<file path="config.mk">
export PLATFORM = sky130hd
export DESIGN_NAME = pc_sequencer_flat
export DESIGN_NICKNAME = d
export VERILOG_FILES = /design/src/rtl/pc_sequencer_pkg.sv /design/src/rtl/pc_sequencer_if.sv /design/src/rtl/pc_sequencer_branch_adder.sv /design/src/rtl/pc_sequencer.sv /design/src/flat_wrapper.sv
export SDC_FILE = /design/constraint.sdc
export NUM_CORES = 1
export LEC_CHECK = 0
export CORE_ASPECT_RATIO = 0.7
export CORE_MARGIN = 8
export CORE_UTILIZATION = 42
export CTS_CLUSTER_DIAMETER = 200
export DETAILED_ROUTE_END_ITERATION = 8
export GPL_TIMING_DRIVEN = 0
export PLACE_DENSITY_LB_ADDON = 0.2
export SYNTH_ARGS = -nofsm -noshare
export SYNTH_HDL_FRONTEND = slang
export SYNTH_SLANG_ARGS = --single-unit
</file>
<file path="constraint.sdc">
create_clock -name clk -period 2.2 [get_ports clk]
set_input_delay 0.44 -clock clk [delete_from_list [all_inputs] [get_ports clk]]
set_output_delay 0.44 -clock clk [all_outputs]
set_load 0.005 [all_outputs]
</file>
<file path="src/rtl/pc_sequencer_pkg.sv">
// Shared constants for the fetch stage: pc geometry, reset address and sequencer state encoding.
// Instruction memory and the pc sequencer both take PC_W from here.
package pc_sequencer_pkg;

    localparam int              PC_W     = 8;
    localparam int              OFF_W    = 16;
    localparam int              CNT_W    = 16;
    localparam logic [PC_W-1:0] RESET_PC = '0;

    localparam logic [1:0] ST_HOLD  = 2'd0;
    localparam logic [1:0] ST_RUN   = 2'd1;
    localparam logic [1:0] ST_FLUSH = 2'd2;
    localparam logic [1:0] ST_HALT  = 2'd3;

endpackage

</file>
<file path="src/rtl/pc_sequencer_if.sv">
// Control and fetch-address bundle between the pipeline control and the pc sequencer.
// master drives redirect/stall/halt requests; slave (the sequencer) returns the fetch address.
interface pc_sequencer_if #(
    parameter int CNT_W = pc_sequencer_pkg::CNT_W
);
    import pc_sequencer_pkg::*;

    logic                   stall;
    logic                   branch_taken;
    logic [OFF_W-1:0]       branch_offset;
    logic                   jump;
    logic [PC_W-1:0]        jump_target;
    logic                   halt;

    logic [PC_W-1:0]        pc;
    logic [PC_W-1:0]        pc_plus1;
    logic                   fetch_valid;
    logic                   halted;
    logic                   wrap;
    logic [CNT_W-1:0]       fetch_count;

    modport master (
        output stall, branch_taken, branch_offset, jump, jump_target, halt,
        input  pc, pc_plus1, fetch_valid, halted, wrap, fetch_count
    );

    modport slave (
        input  stall, branch_taken, branch_offset, jump, jump_target, halt,
        output pc, pc_plus1, fetch_valid, halted, wrap, fetch_count
    );

endinterface

</file>
<file path="src/rtl/pc_sequencer_branch_adder.sv">
// Combinational next-address arithmetic: pc+1 with carry-out, and the branch target
// pc+1+offset wrapped to the pc width.
module pc_branch_adder
    import pc_sequencer_pkg::*;
(
    input  logic [PC_W-1:0]  pc,
    input  logic [OFF_W-1:0] branch_offset,
    output logic [PC_W-1:0]  pc_inc,
    output logic [PC_W-1:0]  pc_br,
    output logic             inc_ovf
);

    logic [PC_W-1:0] off_trunc;

    // Low PC_W bits of a sign-extended offset are just its low bits; the wrap is modulo 2**PC_W.
    assign off_trunc = branch_offset[PC_W-1:0];

    assign {inc_ovf, pc_inc} = {1'b0, pc} + {{PC_W{1'b0}}, 1'b1};
    assign pc_br             = pc_inc + off_trunc;

endmodule

</file>
<file path="src/rtl/pc_sequencer.sv">
// Program-counter stage feeding ins_mem: post-reset hold, sequential fetch, redirects with a
// one-cycle flush bubble, stall, halt, and a saturating count of valid fetches.
//
//   state    | meaning
//   ---------+-------------------------------------------------------------
//   ST_HOLD  | post-reset settle; pc at RESET_PC, no fetch
//   ST_RUN   | normal fetch; halt > jump > branch > stall > increment
//   ST_FLUSH | bubble after a redirect; pc shows target, fetch not valid
//   ST_HALT  | frozen until reset
module pc_sequencer
    import pc_sequencer_pkg::*;
#(
    parameter int HOLD_CYC = 2,
    parameter int CNT_W    = pc_sequencer_pkg::CNT_W
) (
    input  logic            clk,
    input  logic            rst_n,
    pc_sequencer_if.slave   bus
);

    localparam int              HC_W      = (HOLD_CYC > 1) ? $clog2(HOLD_CYC) : 1;
    localparam logic [HC_W-1:0] HOLD_LOAD = HC_W'(HOLD_CYC - 1);

    logic [1:0]       state_q, state_d;
    logic [HC_W-1:0]  hold_cnt_q, hold_cnt_d;
    logic [PC_W-1:0]  pc_q, pc_d;
    logic             fv_q, fv_d;
    logic             halted_q, halted_d;
    logic             wrap_q, wrap_d;
    logic [CNT_W-1:0] cnt_q;

    logic [PC_W-1:0]  pc_inc, pc_br, target;
    logic             inc_ovf, redirect;

    pc_branch_adder u_adder (
        .pc            (pc_q),
        .branch_offset (bus.branch_offset),
        .pc_inc        (pc_inc),
        .pc_br         (pc_br),
        .inc_ovf       (inc_ovf)
    );

    assign redirect = bus.jump | bus.branch_taken;
    assign target   = bus.jump ? bus.jump_target : pc_br;

    always_comb begin
        state_d    = state_q;
        hold_cnt_d = hold_cnt_q;
        pc_d       = pc_q;
        fv_d       = 1'b0;
        halted_d   = halted_q;
        wrap_d     = 1'b0;
        case (state_q)
            ST_HOLD: begin
                if (bus.halt) begin
                    state_d  = ST_HALT;
                    halted_d = 1'b1;
                end else if (hold_cnt_q == '0) begin
                    state_d = ST_RUN;
                    fv_d    = 1'b1;
                end else begin
                    hold_cnt_d = hold_cnt_q - HC_W'(1);
                end
            end
            ST_RUN: begin
                if (bus.halt) begin
                    state_d  = ST_HALT;
                    halted_d = 1'b1;
                end else if (redirect) begin
                    state_d = ST_FLUSH;
                    pc_d    = target;
                end else if (!bus.stall) begin
                    pc_d   = pc_inc;
                    fv_d   = 1'b1;
                    wrap_d = inc_ovf;
                end
            end
            ST_FLUSH: begin
                if (bus.halt) begin
                    state_d  = ST_HALT;
                    halted_d = 1'b1;
                end else if (redirect) begin
                    pc_d = target;
                end else begin
                    state_d = ST_RUN;
                    pc_d    = pc_inc;
                    fv_d    = 1'b1;
                    wrap_d  = inc_ovf;
                end
            end
            ST_HALT: begin
                halted_d = 1'b1;
            end
            default: begin
                state_d = ST_HOLD;
            end
        endcase
    end

    always_ff @(posedge clk or negedge rst_n) begin
        if (!rst_n) begin
            state_q    <= ST_HOLD;
            hold_cnt_q <= HOLD_LOAD;
            pc_q       <= RESET_PC;
            fv_q       <= 1'b0;
            halted_q   <= 1'b0;
            wrap_q     <= 1'b0;
            cnt_q      <= '0;
        end else begin
            state_q    <= state_d;
            hold_cnt_q <= hold_cnt_d;
            pc_q       <= pc_d;
            fv_q       <= fv_d;
            halted_q   <= halted_d;
            wrap_q     <= wrap_d;
            if (fv_q && (cnt_q != '1)) begin
                cnt_q <= cnt_q + CNT_W'(1);
            end
        end
    end

    assign bus.pc          = pc_q;
    assign bus.pc_plus1    = pc_inc;
    assign bus.fetch_valid = fv_q;
    assign bus.halted      = halted_q;
    assign bus.wrap        = wrap_q;
    assign bus.fetch_count = cnt_q;

endmodule
</file>
<file path="src/flat_wrapper.sv">
// flat-port wrapper written by rule: the top's interface ports become plain ports
module pc_sequencer_flat import pc_sequencer_pkg::*;
#(
    parameter int HOLD_CYC = 2,
    parameter int CNT_W    = pc_sequencer_pkg::CNT_W
)
  (clk, rst_n, bus_stall, bus_branch_taken, bus_branch_offset, bus_jump, bus_jump_target, bus_halt, bus_pc, bus_pc_plus1, bus_fetch_valid, bus_halted, bus_wrap, bus_fetch_count);
  pc_sequencer_if #(.CNT_W(CNT_W)) bus_i ();
  input  logic clk;
  input  logic rst_n;
  input wire logic [$bits(bus_i.stall)-1:0] bus_stall;
  input wire logic [$bits(bus_i.branch_taken)-1:0] bus_branch_taken;
  input wire logic [$bits(bus_i.branch_offset)-1:0] bus_branch_offset;
  input wire logic [$bits(bus_i.jump)-1:0] bus_jump;
  input wire logic [$bits(bus_i.jump_target)-1:0] bus_jump_target;
  input wire logic [$bits(bus_i.halt)-1:0] bus_halt;
  output wire logic [$bits(bus_i.pc)-1:0] bus_pc;
  output wire logic [$bits(bus_i.pc_plus1)-1:0] bus_pc_plus1;
  output wire logic [$bits(bus_i.fetch_valid)-1:0] bus_fetch_valid;
  output wire logic [$bits(bus_i.halted)-1:0] bus_halted;
  output wire logic [$bits(bus_i.wrap)-1:0] bus_wrap;
  output wire logic [$bits(bus_i.fetch_count)-1:0] bus_fetch_count;
  assign bus_i.stall = bus_stall;
  assign bus_i.branch_taken = bus_branch_taken;
  assign bus_i.branch_offset = bus_branch_offset;
  assign bus_i.jump = bus_jump;
  assign bus_i.jump_target = bus_jump_target;
  assign bus_i.halt = bus_halt;
  assign bus_pc = bus_i.pc;
  assign bus_pc_plus1 = bus_i.pc_plus1;
  assign bus_fetch_valid = bus_i.fetch_valid;
  assign bus_halted = bus_i.halted;
  assign bus_wrap = bus_i.wrap;
  assign bus_fetch_count = bus_i.fetch_count;
  pc_sequencer #(.HOLD_CYC(HOLD_CYC), .CNT_W(CNT_W)) u_core (.clk(clk), .rst_n(rst_n), .bus(bus_i));
endmodule
</file>
==> impl_metrics.yaml <==
run_status:
  status: "finished with violations"
  violations: "setup timing"
synth:
  synth-adder-area-share: 0.0974
  synth_top_cell_by_area: "dfrtp_1"
  synthCells: 223
  synthMuxAreaShare: 0.0262
  synth-seq-area-share: 0.375
  ys.flop_type: "dfrtp_1"
  synthXorXnorAreaFrac: 0.100
  synth_compound_area_frac: 0.155
  synth.distinct_cells: 43
  yosysWarnings: 0
  syn_area_sq_um: 2000
  synth-simple-area-share: 0.207
  ys_seq_elements: 30
  synth-async-reset-ratio: 1.00
  synth-edff-count: 0
  yosysMostFrequentCell: "dfrtp_1"
  synthTopCellsByArea: "dfrtp_1 36%, ha_1 8.7%, xnor2_1 6.6%"
  synth_top_family_by_area: "simple AND/OR/NAND/NOR gates"
  yosysTopAreaCellShare: 0.362
  synth_area_per_cell_sq_um: 8.99
  syn_nets: 268
  synthTopCellsByCount: "29 x dfrtp_1, 23 x nor2_1, 21 x nand2_1, 18 x a21oi_1, 16 x nand3_1"
worst_setup_path:
  critPathSlowestCell: "dfrtp_1"
  worstSetupPathType: "reg2reg"
  worst-r2r-cell-count: 11
  crit_required_ns: 2.40
  max_stage_delay_ns: 0.41
  crit_arrival_ns: 2.66
  cp-endpoint: "u_core.bus.pc[7]$_DFFE_PN0P_"
  path_max_fanout: 4
  ff2ff_setup_slack_ns: -0.26
  r2r-end: "u_core.bus.pc[7]$_DFFE_PN0P_"
  timing.rr.start: "u_core.bus.pc[1]$_DFFE_PN0P_"
  cp-startpoint: "u_core.bus.pc[1]$_DFFE_PN0P_"
  worstSetupEndpointType: "register"
  path_cells: "buf_6 -> nand3_4 -> xnor2_2 -> ha_1 -> nand3_2 -> o211ai_1 -> buf_4 -> o41ai_4 -> xnor2_1 -> mux2_4 -> o221ai_2"
  critPathLaunchType: "register"
detailed_routing:
  drt-pass1-iter-count: 4
  vias: 1934
  ant_nets: 0
  detail_route.wl_per_cell_um: 16.0
  remaining_drc_errors: 0
  via_per_inst: 5.23
  finalWirelength_mm: 5.91
  drt_iter0_markers: 105
clocking:
  numCtsBuffers: 5
  clock_path_buffers: 2
  cts_tree: "done"
  clk_pin_slew_ns: 0.07
  cts_root_buffer: "clkbuf_8"
  cts_max_level: 2
  clkSinkCount: 30
  insertion_delay_ns: 0.29
  postCtsHoldBufs: 0
floorplan:
  row_count: 21
  start_util: 0.429
  die_h_um: 73.8
  die_w_um: 98.6
  coreArea_sq_um: 4680
  dieArea_sq_um: 7270
  io_pins: 65
timing:
  maxSlewHeadroom: 0.551
  tightest_slew_ns: 0.674
  maxSlewViolCount: 0
  fin_worst_skew_ns: 0.00590
  period_needed_ns: 2.46
  finalWorstSetupSlack_ns: -0.260
  finalSetupViolCount: 2
  hold_viol_final: 0
  period_share: 1.12
  rsz0062_at_grt: "yes"
  fmax_mhz: 406
  hold_ws_ns: 0.184
placed_design:
  dp_hpwl_mm: 4.01
  globalplace.congestion: 0.870
  post-place-ws_ns: -0.465
  io_buffer_count: 55
grt:
  grt_pass1_vias: 1920
  grt_max_degree: 31
  grt_overflow_total: 0
  antenna_found_initial: 0
  grt_pass1_wl_mm: 9.47
  grtUsageTotal: 0.163
pwr:
  ir_worst_vdd_v: 0.000817
  powerDensity_nw_per_um2: 1270
  p_leak_nw: 1.42
final_layout:
  antenna_cells: 0
  drive_above_1_share: 0.262
  final_nets: 357
  area_growth_pct: 59.8
worst_hold_path:
  hold_path.class: "in2async"
flow_run:
  drv_cap: 0
[placed cells by master (no fill, tap or decap), types with 3 or more instances in the layout]
cell type / synthesis / layout
a21oi_1: 18 / 16
a31oi_1: 3 / 3
buf_2: 2 / 3
buf_4: 0 / 21
buf_6: 1 / 6
clkbuf_8: 0 / 5
clkdlybuf4s50_1: 0 / 49
dfrtp_1: 29 / 25
dfrtp_2: 0 / 4
dlymetal6s2s_1: 0 / 3
ha_1: 14 / 8
ha_4: 0 / 5
inv_1: 13 / 12
mux2i_1: 3 / 3
nand2_1: 21 / 19
nand3_1: 16 / 11
nand3_2: 0 / 3
nor2_1: 23 / 20
nor2b_1: 3 / 3
nor3_1: 6 / 5
o211ai_1: 3 / 3
o21ai_0: 6 / 4
o22ai_1: 3 / 3
xnor2_1: 15 / 10
xnor2_2: 0 / 4
xor2_1: 8 / 7
[stage by stage]
stage | instance area [sq um] | TNS (ns) | power [mW] | util | cells
2_1_floorplan | 2030 | -0.139 | 1.95 | - | 223
3_5_place_dp | 2660 | -1.68 | 2.63 | 0.568 | 335
3_3_place_gp | 2660 | -1.56 | 2.61 | 0.568 | 335
6_report | 3200 | -0.371 | 4.06 | 0.685 | 370
4_1_cts | 3030 | -0.362 | 3.67 | 0.647 | 358
5_1_grt | 3200 | -0.948 | 4.35 | 0.685 | 370
[cell type report]
| cell class | count | area [sq um] |
|---|---|---|
| Sequential cell | 30 | 757 |
| Clock inverter | 3 | 40.0 |
| Timing Repair Buffer | 82 | 785 |
| Tap cell | 57 | 71.3 |
| Multi-Input combinational cell | 175 | 1400 |
| Buffer | 5 | 28.8 |
| Fill cell | 370 | 1470 |
| Clock buffer | 5 | 68.8 |
| Inverter | 13 | 51.3 |
[worst min-delay path by stage]
stage	slack, ns	endpoint	cells after the start
3_3_place_gp	0.46	u_core.bus.halted$_DFFE_PN0P_	1
2_1_floorplan	0.14	u_core.bus.fetch_count[0]$_DFFE_PN0P_	0
6_report	0.18	u_core.bus.fetch_count[13]$_DFFE_PN0P_	1
3_5_place_dp	0.45	u_core.bus.halted$_DFFE_PN0P_	1
4_1_cts	0.47	u_core.bus.halted$_DFFE_PN0P_	1
5_1_grt	0.22	u_core.bus.fetch_count[11]$_DFFE_PN0P_	1
[flip-flops by register name, summed over array words and instances, names as in the netlist]
register                flops
u_core.bus.wrap             1
u_core.bus.fetch_valid      1
u_core.bus.pc               8
u_core.bus.fetch_count     16
u_core.bus.halted           1
u_core.state_q              2
u_core.hold_cnt_q           1
[logic make-up after synthesis]
logic type      after synthesis
mux                           5
fa+ha+maj                    15
simple gates                 85
xor+xnor                     23
buf+inv                      18
compound gates               47
flops                        30
[metal layers]
layer / part of all wire / GRT usage / vias to the layer above / wire, um
li1: - / - / 963 / -
met1: 0.46 / 0.217 / 902 / 2750
met2: 0.46 / 0.251 / 63 / 2740
met3: 0.067 / 0.0605 / 6 / 394
met4: 0.0052 / 0.0203 / 0 / 31
met5: 0 / 0 / - / 0
[repair_timing]
| item | CTS | global route |
|---|---|---|
| resized for setup | 27 | 22 |
| setup buffers | 15 | 12 |
| pin swaps | 16 | 21 |
| setup endpoints to repair | 9 | 11 |
[critical path, delay by kind of cell, from the launching register on]
kind,cells,cell delay (ns)
buf+inv,2,0.31
compound gates,3,0.46
mux,1,0.33
fa+ha+maj,1,0.35
simple gates,2,0.18
xor+xnor,2,0.34
flops,1,0.41
[report_power, final]
group	switching, mW	total (mW)	internal, mW	leakage [nW]
Clock	0.218	0.551	0.333	0.0579
Sequential	0.170	0.850	0.680	0.380
Combinational	1.20	2.66	1.47	0.984
Total	1.58	4.06	2.48	1.42
No activity file was read; power rests on OpenSTA's default activity.
